--- config.mk ---
export PLATFORM = sky130hd
export DESIGN_NAME = lenet_layer_sched
export DESIGN_NICKNAME = d
export VERILOG_FILES = /design/src/rtl/lenet_pkg.sv /design/src/rtl/sched_edge_cnt.sv /design/src/rtl/lenet_layer_sched.sv
export SDC_FILE = /design/constraint.sdc
export NUM_CORES = 1
export LEC_CHECK = 0
export CORE_AREA = 2 2 85 87
export CTS_BUF_LIST = sky130_fd_sc_hd__clkbuf_4
export CTS_CLUSTER_SIZE = 28
export DETAILED_ROUTE_END_ITERATION = 16
export DIE_AREA = 0 0 87 89
export PLACE_DENSITY = 0.71
export REMOVE_ABC_BUFFERS = 1
export SYNTH_ARGS = -nofsm -noshare
export SYNTH_HDL_FRONTEND = slang
export SYNTH_HIERARCHICAL = 1
export SYNTH_SLANG_ARGS = --single-unit
--- constraint.sdc ---
create_clock -name clk -period 5.5 [get_ports clk]
set_input_delay 1.65 -clock clk [delete_from_list [all_inputs] [get_ports clk]]
set_output_delay 1.65 -clock clk [all_outputs]
set_load 0.005 [all_outputs]
--- src/rtl/lenet_pkg.sv ---
`default_nettype none
// ============================================================================
// Module      : lenet_pkg
// Description : Shared definitions for the LeNet layer sequencer: scheduler
//               state encoding, layer index constants and default timing.
// Revision    : 1.0 - initial release
// ============================================================================
package lenet_pkg;

    // Scheduler states, 3-bit explicit encoding.
    typedef enum logic [2:0] {
        S_IDLE  = 3'd0,
        S_CLR   = 3'd1,
        S_ARM   = 3'd2,
        S_RUN   = 3'd3,
        S_DRAIN = 3'd4,
        S_ERROR = 3'd5
    } sched_state_t;

    // Layer engine indices in execution order.
    localparam int L_CONV1 = 0;
    localparam int L_POOL1 = 1;
    localparam int L_CONV2 = 2;
    localparam int L_POOL2 = 3;
    localparam int L_FC    = 4;

    // Default sequencing timing.
    localparam int c_rst_cyc_def   = 2;
    localparam int c_drain_cyc_def = 8;
    localparam int c_cnt_w_def     = 20;

endpackage
`default_nettype wire

--- src/rtl/sched_edge_cnt.sv ---
`default_nettype none
// ============================================================================
// Module      : sched_edge_cnt
// Description : Rising-edge detector on the selected layer finish bit plus a
//               saturating RUN-cycle counter with a timeout flag.
// Ports       : clk, rst      - clock / asynchronous active-high reset
//               i_fin         - finish bit of the current layer
//               i_arm         - high in ARM; preloads the counter to 1
//               i_run         - high in RUN; advances the counter
//               o_edge        - finish rose this cycle (1 now, 0 last cycle)
//               o_cnt         - current RUN-cycle count
//               o_timeout     - counter at all-ones while running
// Revision    : 1.0 - initial release
// ============================================================================
module sched_edge_cnt #(
    parameter int CNT_W = 20
) (
    input  logic             clk,
    input  logic             rst,
    input  logic             i_fin,
    input  logic             i_arm,
    input  logic             i_run,
    output logic             o_edge,
    output logic [CNT_W-1:0] o_cnt,
    output logic             o_timeout
);

    localparam logic [CNT_W-1:0] c_cnt_max = '1;

    logic             r_fin_d;
    logic [CNT_W-1:0] r_cnt;

    // Loading 1 during ARM makes the count read 1 in the first RUN cycle.
    always_ff @(posedge clk or posedge rst) begin
        if (rst) begin
            r_fin_d <= 1'b0;
            r_cnt   <= '0;
        end else begin
            r_fin_d <= i_fin;
            if (i_arm) begin
                r_cnt <= CNT_W'(1);
            end else if (i_run && (r_cnt != c_cnt_max)) begin
                r_cnt <= r_cnt + 1'b1;
            end
        end
    end

    assign o_edge    = i_fin & ~r_fin_d;
    assign o_cnt     = r_cnt;
    assign o_timeout = i_run & (r_cnt == c_cnt_max);

endmodule
`default_nettype wire

--- src/rtl/lenet_layer_sched.sv ---
`default_nettype none
// ============================================================================
// Module      : lenet_layer_sched
// Description : Top-level LeNet sequencer. Clears, arms, runs and drains each
//               layer engine in index order, owns the ping-pong feature-map
//               bank and weight-BRAM selects, and profiles RUN cycle counts.
// Ports       : clk, rst           - clock / asynchronous active-high reset
//               start, abort       - inference start pulse / synchronous abort
//               layer_finish       - per-layer sticky finish levels
//               layer_en/layer_rst - one-hot enable / clear of current layer
//               cur_layer          - active layer index
//               fm_bank_sel        - ping-pong bank read by current layer
//               w_bram_sel         - one-hot weight BRAM owner
//               busy, done, err    - status / completion pulse / timeout flag
//               layer_cycles(_vld) - RUN length of last finished layer
// Revision    : 1.0 - initial release
// ============================================================================
module lenet_layer_sched
    import lenet_pkg::*;
#(
    parameter int N_LAYERS  = L_FC + 1,
    parameter int RST_CYC   = c_rst_cyc_def,
    parameter int DRAIN_CYC = c_drain_cyc_def,
    parameter int CNT_W     = c_cnt_w_def
) (
    input  logic                clk,
    input  logic                rst,
    input  logic                start,
    input  logic                abort,
    input  logic [N_LAYERS-1:0] layer_finish,
    output logic [N_LAYERS-1:0] layer_en,
    output logic [N_LAYERS-1:0] layer_rst,
    output logic [2:0]          cur_layer,
    output logic                fm_bank_sel,
    output logic [N_LAYERS-1:0] w_bram_sel,
    output logic                busy,
    output logic                done,
    output logic [CNT_W-1:0]    layer_cycles,
    output logic                layer_cycles_vld,
    output logic                err
);

    sched_state_t        r_state, w_state;
    logic [2:0]          r_cur, w_cur;
    logic                r_bank, w_bank;
    logic                r_err, w_err;
    logic                r_done, w_done;
    logic                r_vld, w_vld;
    logic [CNT_W-1:0]    r_lc, w_lc;
    logic [7:0]          r_tmr, w_tmr;

    logic [N_LAYERS-1:0] w_onehot;
    logic                w_fin_sel;
    logic                w_edge;
    logic                w_timeout;
    logic [CNT_W-1:0]    w_cnt;

    always_comb begin
        w_onehot = '0;
        for (int i = 0; i < N_LAYERS; i++) begin
            w_onehot[i] = (r_cur == 3'(i));
        end
    end

    // Finish bits of non-current layers are masked off here.
    assign w_fin_sel = |(layer_finish & w_onehot);

    sched_edge_cnt #(
        .CNT_W (CNT_W)
    ) u_edge_cnt (
        .clk       (clk),
        .rst       (rst),
        .i_fin     (w_fin_sel),
        .i_arm     (r_state == S_ARM),
        .i_run     (r_state == S_RUN),
        .o_edge    (w_edge),
        .o_cnt     (w_cnt),
        .o_timeout (w_timeout)
    );

    always_ff @(posedge clk or posedge rst) begin
        if (rst) begin
            r_state <= S_IDLE;
            r_cur   <= '0;
            r_bank  <= 1'b0;
            r_err   <= 1'b0;
            r_done  <= 1'b0;
            r_vld   <= 1'b0;
            r_lc    <= '0;
            r_tmr   <= '0;
        end else begin
            r_state <= w_state;
            r_cur   <= w_cur;
            r_bank  <= w_bank;
            r_err   <= w_err;
            r_done  <= w_done;
            r_vld   <= w_vld;
            r_lc    <= w_lc;
            r_tmr   <= w_tmr;
        end
    end

    always_comb begin
        w_state = r_state;
        w_cur   = r_cur;
        w_bank  = r_bank;
        w_err   = r_err;
        w_done  = 1'b0;
        w_vld   = 1'b0;
        w_lc    = r_lc;
        w_tmr   = r_tmr;
        if (abort) begin
            // Abort outranks start and skips the drain; err is left alone.
            w_state = S_IDLE;
            w_tmr   = '0;
        end else begin
            case (r_state)
                S_IDLE, S_ERROR: begin
                    if (start) begin
                        w_state = S_CLR;
                        w_cur   = '0;
                        w_bank  = 1'b0;
                        w_err   = 1'b0;
                        w_tmr   = '0;
                    end
                end
                S_CLR: begin
                    if (r_tmr == 8'(RST_CYC - 1)) begin
                        w_state = S_ARM;
                        w_tmr   = '0;
                    end else begin
                        w_tmr = r_tmr + 8'd1;
                    end
                end
                S_ARM: begin
                    // A finish still high after the clear means the clear failed.
                    if (w_fin_sel) begin
                        w_state = S_ERROR;
                        w_err   = 1'b1;
                    end else begin
                        w_state = S_RUN;
                    end
                end
                S_RUN: begin
                    // Finish is tested first so it wins over a same-cycle timeout.
                    if (w_edge) begin
                        w_state = S_DRAIN;
                        w_lc    = w_cnt;
                        w_vld   = 1'b1;
                        w_tmr   = '0;
                    end else if (w_timeout) begin
                        w_state = S_ERROR;
                        w_err   = 1'b1;
                    end
                end
                S_DRAIN: begin
                    if (r_tmr == 8'(DRAIN_CYC - 1)) begin
                        w_tmr = '0;
                        if (r_cur == 3'(N_LAYERS - 1)) begin
                            w_state = S_IDLE;
                            w_done  = 1'b1;
                        end else begin
                            w_state = S_CLR;
                            w_cur   = r_cur + 3'd1;
                            w_bank  = ~r_bank;
                        end
                    end else begin
                        w_tmr = r_tmr + 8'd1;
                    end
                end
                default: begin
                    w_state = S_IDLE;
                end
            endcase
        end
    end

    assign layer_en         = (r_state == S_RUN) ? w_onehot : '0;
    assign w_bram_sel       = (r_state == S_RUN) ? w_onehot : '0;
    assign layer_rst        = (r_state == S_CLR) ? w_onehot : '0;
    assign busy             = (r_state != S_IDLE) && (r_state != S_ERROR);
    assign cur_layer        = r_cur;
    assign fm_bank_sel      = r_bank;
    assign done             = r_done;
    assign layer_cycles     = r_lc;
    assign layer_cycles_vld = r_vld;
    assign err              = r_err;

endmodule
`default_nettype wire
---- Word level (Yosys, flattened, before mapping) ----
Cells that the tools add are included.
cells by class
  bitwise logic cells ..................... 6
  add/sub/neg operators ................... 3
  equality and inequality tests ........... 25
  reductions and logical operators ........ 16
  muxes and demuxes ....................... 38
operators by type and width
  kind                                                  number
  two-way mux 20 bit                                    2
  two-way mux 8 bit                                     5
  one-hot mux 8 bit (4 select lines)                    1
  two-way mux 3 bit                                     10
  adder 20 x 1 -> 20 bit (second input constant)        1
  equality test 20 bit (second input constant)          1
  inequality test 20 bit (second input constant)        1
  inequality test 3 bit (second input constant)         5
  one-hot mux 3 bit (5 select lines)                    1
  two-way mux 1 bit                                     14
  equality test 3 x 2 -> 1 bit (second input constant)  4
  two-way mux 5 bit                                     2
  inequality test 2 bit (second input constant)         5
  equality test 3 bit (second input constant)           3
  adder 8 x 1 -> 8 bit (second input constant)          1
  equality test 8 x 1 -> 1 bit (second input constant)  1
  equality test 8 x 3 -> 1 bit (second input constant)  1
  equality test 3 x 1 -> 1 bit (second input constant)  2
  zero test 3 bit                                       2
  one-hot mux 3 bit (2 select lines)                    1
  AND reduction 3 bit                                   2
  AND reduction 6 bit                                   1
  nonzero test 3 bit                                    2
  bitwise AND 5 bit                                     1
  other kinds (14)                                      19
storage, ports and cells
  output and inout bits ................... 43
  input bits .............................. 9
  logic and storage cells ................. 98
  register bits after elaboration ......... 59

---- Longest topological paths before layout ----
Gate-level depths: netlist (run 1).
  depth after elaboration ................. 7
  depth in mapped cells ................... 12
  depth with buffers taken out ............ 11

---- Cells and area by module ----
The synthesis (run 1) kept the hierarchy.
by module, submodules not included
  module             area each (um^2)  cells each  times used  seq. area each (um^2)
  lenet_layer_sched  2102.0            197         1           950.9
  sched_edge_cnt     1157.4            122         1           525.5

---- Least setup slack after synthesis (run 1) ----
No wires, ideal clock.
  path type ............................... input -> register
  start point ............................. in layer_finish[1]
  end point ............................... reg r_tmr[2]
  buffers on the path ..................... 1
  required time ........................... 5.379 ns
  path slack .............................. 2.080 ns
  cell stages on the path ................. 10
  library setup time ...................... 0.121 ns
  arrival ................................. 3.299 ns
  cells stage by stage .................... a222oi_1 -> mux2_2 -> nand2_1 -> nor2b_1 -> or2b_1 -> a21oi_1 -> and2_1 -> buf_2 -> o21ai_0 -> a22o_1
on the way
  longest elaborated chain between the ends .. 5
ends and longest elaborated chain
  element                                 line                     source
  start: declaration                      lenet_layer_sched.sv:30  input logic [N_LAYERS-1:0] layer_finish,
  bitwise AND 5 bit                       lenet_layer_sched.sv:66  assign w_fin_sel = |(layer_finish & w_onehot);
  OR reduction 5 bit                      lenet_layer_sched.sv:66
  named net w_fin_sel                     lenet_layer_sched.sv:53  logic w_fin_sel;
  bitwise AND 1 bit                       sched_edge_cnt.sv:48     assign o_edge = i_fin & ~r_fin_d;
  named net w_edge                        lenet_layer_sched.sv:54  logic w_edge;
  inequality test 3 bit (no source line)  -
  AND reduction 3 bit (no source line)    -
  end signal: assignment                  lenet_layer_sched.sv:99  r_tmr <= w_tmr;
  end: declaration                        lenet_layer_sched.sv:50  logic [7:0] r_tmr, w_tmr;
The timed path passes the listed nets, and every way through them passes these cells.
A chain may end at the register's enable or synchronous reset.

---- Final worst setup path (run 1) ----
  start point ............................. reg r_state[0]
  end point ............................... out layer_rst[0]
on the way
  longest elaborated chain between the ends .. 2
ends and longest elaborated chain
  element                       line                      source
  start: declaration            lenet_layer_sched.sv:43   sched_state_t r_state, w_state;
  start signal: assignment      lenet_layer_sched.sv:92   r_state <= w_state;
  equality test 3 x 1 -> 1 bit  lenet_layer_sched.sv:180  assign layer_rst = (r_state == S_CLR) ? w_onehot : '0;
  two-way mux 5 bit             lenet_layer_sched.sv:180
  end: declaration              lenet_layer_sched.sv:32   output logic [N_LAYERS-1:0] layer_rst,
No other way between the ends.

==> impl_results.md, run 1 <==
* Status: finished clean
* Sw Pwr at 0.000318 W
* Setup TNS at 0 ns
* Hold Slack at 0.481 ns
* Power share of the sequential group at 50.6%
* Area contributors post-synth: dfrtp_1 (45%), mux2_2 (7.3%), nor2_1 (4.3%)
* Antenna diode count at 0
* CP endpoint kind: output pin
* Vias per std cell at 5.61
* Synth top area share at 45.3%
* Hold Crit Depth at 1
* Leakage at 1.74 nW
* CP Max Fanout at 15
* Pre-CTS setup slack at 1.37 ns
* IO buf count at 51
* Fill count at 581
* Die Height at 89 um
* First-pass GRT wire length at 11800 um
* CTS root buf: clkbuf_4
* P_int at 0.000651 W
* Residual DRC at 0
* Unrepaired setup endpoints after global routing: false
* Vias in the first global route at 2573
* Global route total overflow at 0
* HP Class: register to register
* Worst rel slew slack at 44.7%
* Post-CTS setup buffer count at 0
* Synth Cell Area at 3260 sq um
* Netlist cell types at 54
* IO Pins at 52
* Seq/Total Area, Yosys at 45.3%
* First-pass DRT Iterations at 4
* Final Hold Fails at 0
* Crit path from: r_state[0]
* Hold wc startpoint: fm_bank_sel
* Final Skew at 0.0134 ns
* Top FF cell, synth: dfrtp_1
* Clock tree buffer depth at 2
* FMAX at 249 MHz
* Hold_buf cts at 0
* Reg2reg path depth at 11
* WS Path Type: register to output pin
* Async SR Flop Fraction at 100%
* Dpl cell area at 3790 sq um
* Initial core utilization at 48.5%
* Layout Nets at 385
* Actual slew at the worst max-slew pin at 0.828 ns
* Syn avg cell area at 10.2 sq um
* DIE AREA at 7740 sq um
* Clock Pin Slew Worst Setup and Hold Paths at 0.10 ns
* Total GRT Usage at 19.7%
* #FFs+latches synth at 59
* Largest net degree at the start of global routing at 39
* Layout cells sized above 1 at 13.4%
* Combinational power share at 23.8%
* # setup viols final at 0
* Peak supply drop at 0.000147 V
* DRT Wirelength at 6840 um
* Reg2reg start: cur_layer[0]
* Die width at 87 um
* Warnings, synthesis at 6
* Post-synth EDFFs at 0
* Wire length per cell at 15.1 um
* Worst EP arrival at 2.36 ns
* CTS tree: built
* Clock Power Share at 25.5%
* Post-CTS sizing at 0
* Layout overhead on the synthesized area at 19.3%
* Initial antenna violation count at 0
* Rows at 30
* Final Instance Area at 3890 sq um
* Placer Congestion at 0.911
* Gate Count Post-Synth at 319
* Slew Viols, Final at 0
* DP HPWL at 4890 um
* Required time of the critical path at 3.85 ns
* Period minus WS final at 4.01 ns
* Critical path startpoint category: register
* PD cells at 249 nW/um^2
* Via count at 2537
* Initial DRC Count at 106
* Htree depth at 3
* Sink Count at 59
* Max Cap Viol at 0
* Switching share of power at 32.8%
* CTS Buf Count at 9
* Core ar. at 6720 sq um
* Synth area leader: dfrtp_1
* Final Cycle Share at 72.9%
* Final ANT Viol Nets at 0
* Clock Latency Late Sink at 0.39 ns
* Worst setup margin at 1.49 ns
critical path, stage by stage (launching register included):
cell	delay [ns]
dfrtp_1	0.62
or3b_1	0.53
nor2_1	0.18
and2_1	0.14
clkdlybuf4s50_1	0.50
power groups by stage:
stage | Sequential [W] | Combinational [W] | Clock, W
global route | 0.000496 | 0.000260 | 0.000277
global placement | 0.000497 | 0.000229 | 0
floorplan | 0.000490 | 0.000151 | 0
detailed placement | 0.000498 | 0.000232 | 0
finish | 0.000491 | 0.000231 | 0.000247
CTS | 0.000490 | 0.000233 | 0.000256
path summary, 6_finish.rpt:
path	end	slack, ns
max in group asynchronous	u_edge_cnt/o_cnt[1]	3.23
worst min register to register	fm_bank_sel	0.48
min in group asynchronous	done	1.70
worst min-delay path	fm_bank_sel	0.48
worst max-delay path	layer_rst[0]	1.49
worst max register to register	r_tmr[2]	2.75
metrics by stage:
stage | util, % | total power [W] | instances
floorplan | - | 0.000642 | 303
global placement | 56.4 | 0.000726 | 437
detailed placement | 56.4 | 0.000731 | 437
CTS | 57.9 | 0.000979 | 452
global route | 57.9 | 0.00103 | 452
finish | 57.9 | 0.000969 | 452
state kept, by name (all words and copies together) (netlist names):
| signal | cells |
|---|---|
| cur_layer | 3 |
| layer_cycles | 20 |
| err | 1 |
| r_tmr | 8 |
| r_state | 3 |
| u_edge_cnt/r_fin_d | 1 |
| layer_cycles_vld | 1 |
| done | 1 |
| fm_bank_sel | 1 |
| u_edge_cnt/o_cnt | 20 |
cell usage after synthesis (3+ instances only):
| master | number |
|---|---|
| a21oi_1 | 10 |
| a31oi_1 | 3 |
| and2_1 | 8 |
| and3_1 | 11 |
| and4_1 | 4 |
| buf_2 | 6 |
| buf_4 | 5 |
| dfrtp_1 | 59 |
| ha_1 | 8 |
| inv_1 | 13 |
| mux2_2 | 21 |
| mux2i_1 | 7 |
| nand2_1 | 25 |
| nand2b_1 | 4 |
| nand3_1 | 10 |
| nand4_1 | 3 |
| nor2_1 | 37 |
| nor2b_1 | 4 |
| nor3_1 | 8 |
| nor3_2 | 3 |
| nor4_1 | 3 |
| o21ai_0 | 13 |
| xnor2_1 | 6 |
| xor2_1 | 7 |
cell families after synthesis:
logic type,synth area share (%)
compound gates,12.2
xor+xnor,3.49
fa+ha+maj,3.07
buf+inv,4.72
flops,45.3
mux,9.41
simple gates,21.8
placed cells by master, fill, tap and decap left out, types with 3 or more instances in the layout:
master and n:
dfrtp_1 59, clkdlybuf4s50_1 51, nor2_1 37, nand2_1 25, mux2_2 21, inv_1 13
o21ai_0 13, and3_1 11, a21oi_1 10, nand3_1 10, clkbuf_4 9, and2_1 8
nor3_1 8, ha_1 8, xor2_1 7, mux2i_1 7, xnor2_1 6, nor2b_1 4
nand2b_1 4, and4_1 4, nor3_2 3, nor4_1 3, nand4_1 3, clkinv_2 3
buf_4 3, a31oi_1 3
final cells by class:
type	count	area (sq um)	area share, %
multi-input combinational	231	1630	41.9
sequential	59	1480	38.0
timing repair buffer	54	533	13.7
tap	80	100	2.57
clock buffer	9	67.6	1.74
inverter	13	48.8	1.25
clock inverter	6	33.8	0.869
layer usage:
metal  vias up  GRT usage [%]  wire length, um
met2        59           34.5             3420
met1      1249           22.9             2980
met3        12           4.99              326
li1       1217              -                -
met4         0           8.81              119
met5         -              0                0
No activity file was read; power rests on OpenSTA's default activity.
==> run 2, diff against run 1 <==
- clock period: 5.5 -> 3.95 ns (I/O delays scaled with it)
==> impl_results.md, run 2 (synthesized netlist as in run 1, its figures left out) <==
* Slew Viols, Final at 0
* Worst rel slew slack at 42.4%
* Vias in the first global route at 2481
* Largest net degree at the start of global routing at 39
* Layout overhead on the synthesized area at 19.5%
* Final Util at 58.0%
* Post-CTS setup buffer count at 0
* Routed met2 length at 3410 um
* Wire length per cell at 15.0 um
* Layout cells sized above 1 at 13.7%
* FF-to-FF setup slack at 1.27 ns
* Final Instance Area at 3900 sq um
* Vias per std cell at 5.51
* Register cell area after layout at 1480 sq um
* CP endpoint kind: output pin
* Actual slew at the worst max-slew pin at 0.864 ns
* Met3 WL post-DR at 341 um
* Antenna diode count at 0
* Reg2reg start: cur_layer[0]
* Final ANT Viol Nets at 0
* Fill count at 589
* Area occupied by multi-input gates at 1630 sq um
* Critical path startpoint category: register
* DRT Wirelength at 6810 um
* Initial antenna violation count at 0
* First-pass DRT Iterations at 4
* Top Layer Used: met4
* Status: finished clean
* CTS tree: built
* IO Pins at 52
* Core ar. at 6720 sq um
* Reg2reg end: r_tmr[5]
* Global route total overflow at 0
* M1 wire length at 2980 um
* Final Cycle Share at 89.0%
* Reg2reg path depth at 11
* Clock tree buffer depth at 2
* Dpl cell area at 3790 sq um
* Rows at 30
* PD cells at 347 nW/um^2
* Worst EP arrival at 2.33 ns
* Via count at 2498
* Post-CTS sizing at 0
* Max Cap Viol at 0
* DP HPWL at 4860 um
* Placer Congestion at 0.938
* Initial DRC Count at 124
* Layout Nets at 386
* Die width at 87 um
* DIE AREA at 7740 sq um
* FMAX at 285 MHz
* Hold wc startpoint: fm_bank_sel
* Peak supply drop at 0.000214 V
* Hold Crit Depth at 1
* Residual DRC at 0
* IO buf count at 51
* Most frequent cells in the layout: dfrtp_1 (59), clkdlybuf4s50_1 (51), nor2_1 (37)
* Initial core utilization at 48.5%
* Htree depth at 3
* CTS root buf: clkbuf_4
* Clock Pin Slew Worst Setup and Hold Paths at 0.09 ns
* Final Skew at 0.0176 ns
* Required time of the critical path at 2.76 ns
* Period minus WS final at 3.51 ns
* Hold EP: fm_bank_sel
* Hold Slack at 0.473 ns
* Most common cell after layout, fill and taps aside: dfrtp_1
* # setup viols final at 0
* Total GRT Usage at 19.7%
* Final Hold Fails at 0
* Setup TNS at 0 ns
* Leakage at 1.76 nW
* Clock Latency Late Sink at 0.40 ns
* Final Power at 0.00135 W
* CTS Buf Count at 9
* HP Class: register to register
* First-pass GRT wire length at 11800 um
* WS Path Type: register to output pin
* Die Height at 89 um
* CP Max Fanout at 15
* Unrepaired setup endpoints after global routing: false
* Sink Count at 59
* Hold_buf cts at 0
run 2: cell types whose count changed in the layout (fill, tap and decap cells not counted):
cell | previous run | this run
clkinvlp_4 | 2 | 0
buf_4 | 3 | 4
clkbuf_4 | 9 | 11
run 2: metrics by stage:
stage               setup WS (ns)  instances
CTS                         0.400        453
global route                0.252        453
detailed placement          0.483        438
global placement            0.556        438
floorplan                   0.909        303
finish                      0.436        453
run 2: final cells by class:
type                    instances  share of cell area, %
multi-input cells             231                   41.8
flip-flops and latches         59                   37.9
repair buffers                 55                   13.9
well taps                      80                   2.57
clock buffers                  11                   2.12
inverters                      13                   1.25
clock inverters                 4                  0.482
run 2: worst max path at each step:
stage / start / endpoint / slack [ns] / depth (start not counted)
floorplan: layer_finish[1] / layer_cycles[0] / 0.91 / 6
finish: r_state[0] / layer_rst[1] / 0.44 / 4
global route: r_state[0] / layer_rst[1] / 0.25 / 4
detailed placement: layer_finish[1] / r_tmr[5] / 0.48 / 10
CTS: r_state[0] / layer_rst[1] / 0.40 / 4
global placement: layer_finish[1] / r_tmr[5] / 0.56 / 10
run 2: layer usage:
metal / vias to the layer above / global-route usage, %
met4: 0 / 6.39
met1: 1200 / 24.3
met3: 9 / 5.63
li1: 1227 / -
met2: 62 / 33.4
met5: - / 0
run 2: worst max-delay path: stages, from the launching register on:
cell and delay, ns:
dfrtp_1 0.60, or3b_1 0.53, nor2_1 0.17, and2_1 0.14, clkdlybuf4s50_1 0.50
run 2: power by group:
part	switching (W)	internal (W)
combinational	0.000174	0.000153
sequential	0.0000452	0.000636
clock	0.000207	0.000135
==> run 3, diff against run 2 <==
- RECOVER_POWER: not set -> 50
==> impl_results.md, run 3 (synthesized netlist as in run 1, its figures left out) <==
* WS Path Type: register to output pin
* First-pass GRT wire length at 11800 um
* Total GRT Usage at 19.7%
* Combinational power share at 24.1%
* Layout cells sized above 1 at 12.6%
* Worst setup margin at 0.438 ns
* Clock Latency Late Sink at 0.40 ns
* Placed Cells at 438
* Initial core utilization at 48.5%
* P_int at 0.000923 W
* Layout Cells excl Fill at 453
* Largest net degree at the start of global routing at 39
* Leakage at 1.75 nW
* Setup TNS at 0 ns
* Critical Path Max Stage Delay at 0.60 ns
* CTS tree: built
* CP Max Fanout at 15
* DRT Wirelength at 6840 um
* Most common cell after layout, fill and taps aside: dfrtp_1
* CTS Buf Count at 9
* Slew Viols, Final at 39
* Clock Pin Slew Worst Setup and Hold Paths at 0.09 ns
* CTS root buf: clkbuf_4
* Vias per std cell at 5.52
* Max Cap Viol at 1
* Critical path startpoint category: register
* Worst-path cell chain: or3b_1 -> nor2_1 -> and2_1 -> clkdlybuf4s50_1
* Register cell area after layout at 1480 sq um
* Switching share of power at 31.6%
* Unrepaired setup endpoints after global routing: false
* Vias in the first global route at 2481
* Final Skew at 0.0177 ns
* Power share of the sequential group at 50.4%
* Hold Slack at 0.473 ns
* Clock Power Share at 25.4%
* Sw Pwr at 0.000427 W
* Core ar. at 6720 sq um
* Placer Congestion at 0.938
* Die Height at 89 um
* Most frequent cells in the layout: dfrtp_1 (59), clkdlybuf4s50_1 (48), nor2_1 (37)
* FMAX at 285 MHz
* Residual DRC at 0
* Post-CTS setup buffer count at 0
* Rows at 30
* Final Util at 57.7%
* Initial DRC Count at 85
* Wire length per cell at 15.1 um
* Critical Path Slowest Stage Cell: dfrtp_1
* Initial antenna violation count at 0
* Hold_buf cts at 0
* Required time of the critical path at 2.76 ns
* # setup viols final at 0
* DP HPWL at 4860 um
* Layout Nets at 386
* Via count at 2502
* PD cells at 349 nW/um^2
* Worst EP arrival at 2.33 ns
* Global route total overflow at 0
* DIE AREA at 7740 sq um
* Die width at 87 um
* IO Pins at 52
* Final Hold Fails at 0
* Period minus WS final at 3.51 ns
* IO buf count at 51
* Layout overhead on the synthesized area at 18.8%
* CP endpoint kind: output pin
* Post-CTS sizing at 0
* Pre-CTS setup slack at 0.483 ns
* Sink Count at 59
* Actual slew at the worst max-slew pin at 2.13 ns
* Failing checks: capacitance limit, slew limit
* Buffers & Inverters on Critical Path at 1
* Area occupied by multi-input gates at 1610 sq um
* Worst rel slew slack at -41.7%
* Crit-path leading delay family: simple AND/OR/NAND/NOR gates
* Antenna diode count at 0
* Final Cycle Share at 88.9%
* Fill count at 593
* HP Class: register to register
* Peak supply drop at 0.000213 V
* Clock tree buffer depth at 2
* Htree depth at 3
* Final ANT Viol Nets at 0
* First-pass DRT Iterations at 4
* Status: complete, but fails checks
==> run 3: cell count changes in the layout (fill, tap and decap cells not counted), sizes merged <==
cell and change:
clkbuf +1, dlygate4sd3 +3, clkdlybuf4s50 -3, buf -1
==> run 3: power by group through the flow <==
stage | Sequential, W | Combinational (W) | Clock (W)
6_report | 0.000681 | 0.000326 | 0.000343
3_3_place_gp | 0.000693 | 0.000323 | 0
4_1_cts | 0.000681 | 0.000330 | 0.000360
2_1_floorplan | 0.000683 | 0.000211 | 0
5_1_grt | 0.000690 | 0.000363 | 0.000391
3_5_place_dp | 0.000693 | 0.000328 | 0
==> run 3: final cells by class <==
class | instances | area share (%)
multi-input cells | 231 | 41.6
flip-flops and latches | 59 | 38.1
repair buffers | 55 | 13.9
well taps | 80 | 2.58
clock buffers | 11 | 2.13
inverters | 13 | 1.26
clock inverters | 4 | 0.484
==> run 3: worst reg2reg max path, delay by kind of cell (launching register included) <==
| family | cells | cell delay [ns] |
|---|---|---|
| AO/OA/AOI/OAI | 2 | 0.42 |
| AND/OR/NAND/NOR | 4 | 1.39 |
| flip-flops | 1 | 0.60 |
| buffers and inverters | 1 | 0.32 |
==> run 3: path summary, 6_finish.rpt <==
path | startpoint | to | slack, ns | cells after the start
min | fm_bank_sel | fm_bank_sel | 0.47 | 1
min reg2reg | fm_bank_sel | fm_bank_sel | 0.47 | 1
min in group asynchronous | rst | u_edge_cnt/o_cnt[13] | 1.42 | 2
max | r_state[0] | layer_rst[1] | 0.44 | 4
max in group asynchronous | rst | layer_cycles_vld | 0.71 | 3
max reg2reg | r_state[0] | u_edge_cnt/o_cnt[17] | 1.15 | 7
==> run 3: per-layer routing <==
layer	vias to the layer above	track usage, %	wire length [um]
li1	1225	-	-
met1	1205	24.3	3020
met2	63	33.4	3410
met3	9	5.63	334
met4	0	6.39	82
met5	-	0	0
==> run 3: stage by stage <==
stage          area [sq um]  total power [W]
5_1_grt                3870          0.00144
4_1_cts                3900          0.00137
2_1_floorplan          3150         0.000893
6_report               3870          0.00135
3_3_place_gp           3790          0.00102
3_5_place_dp           3790          0.00102
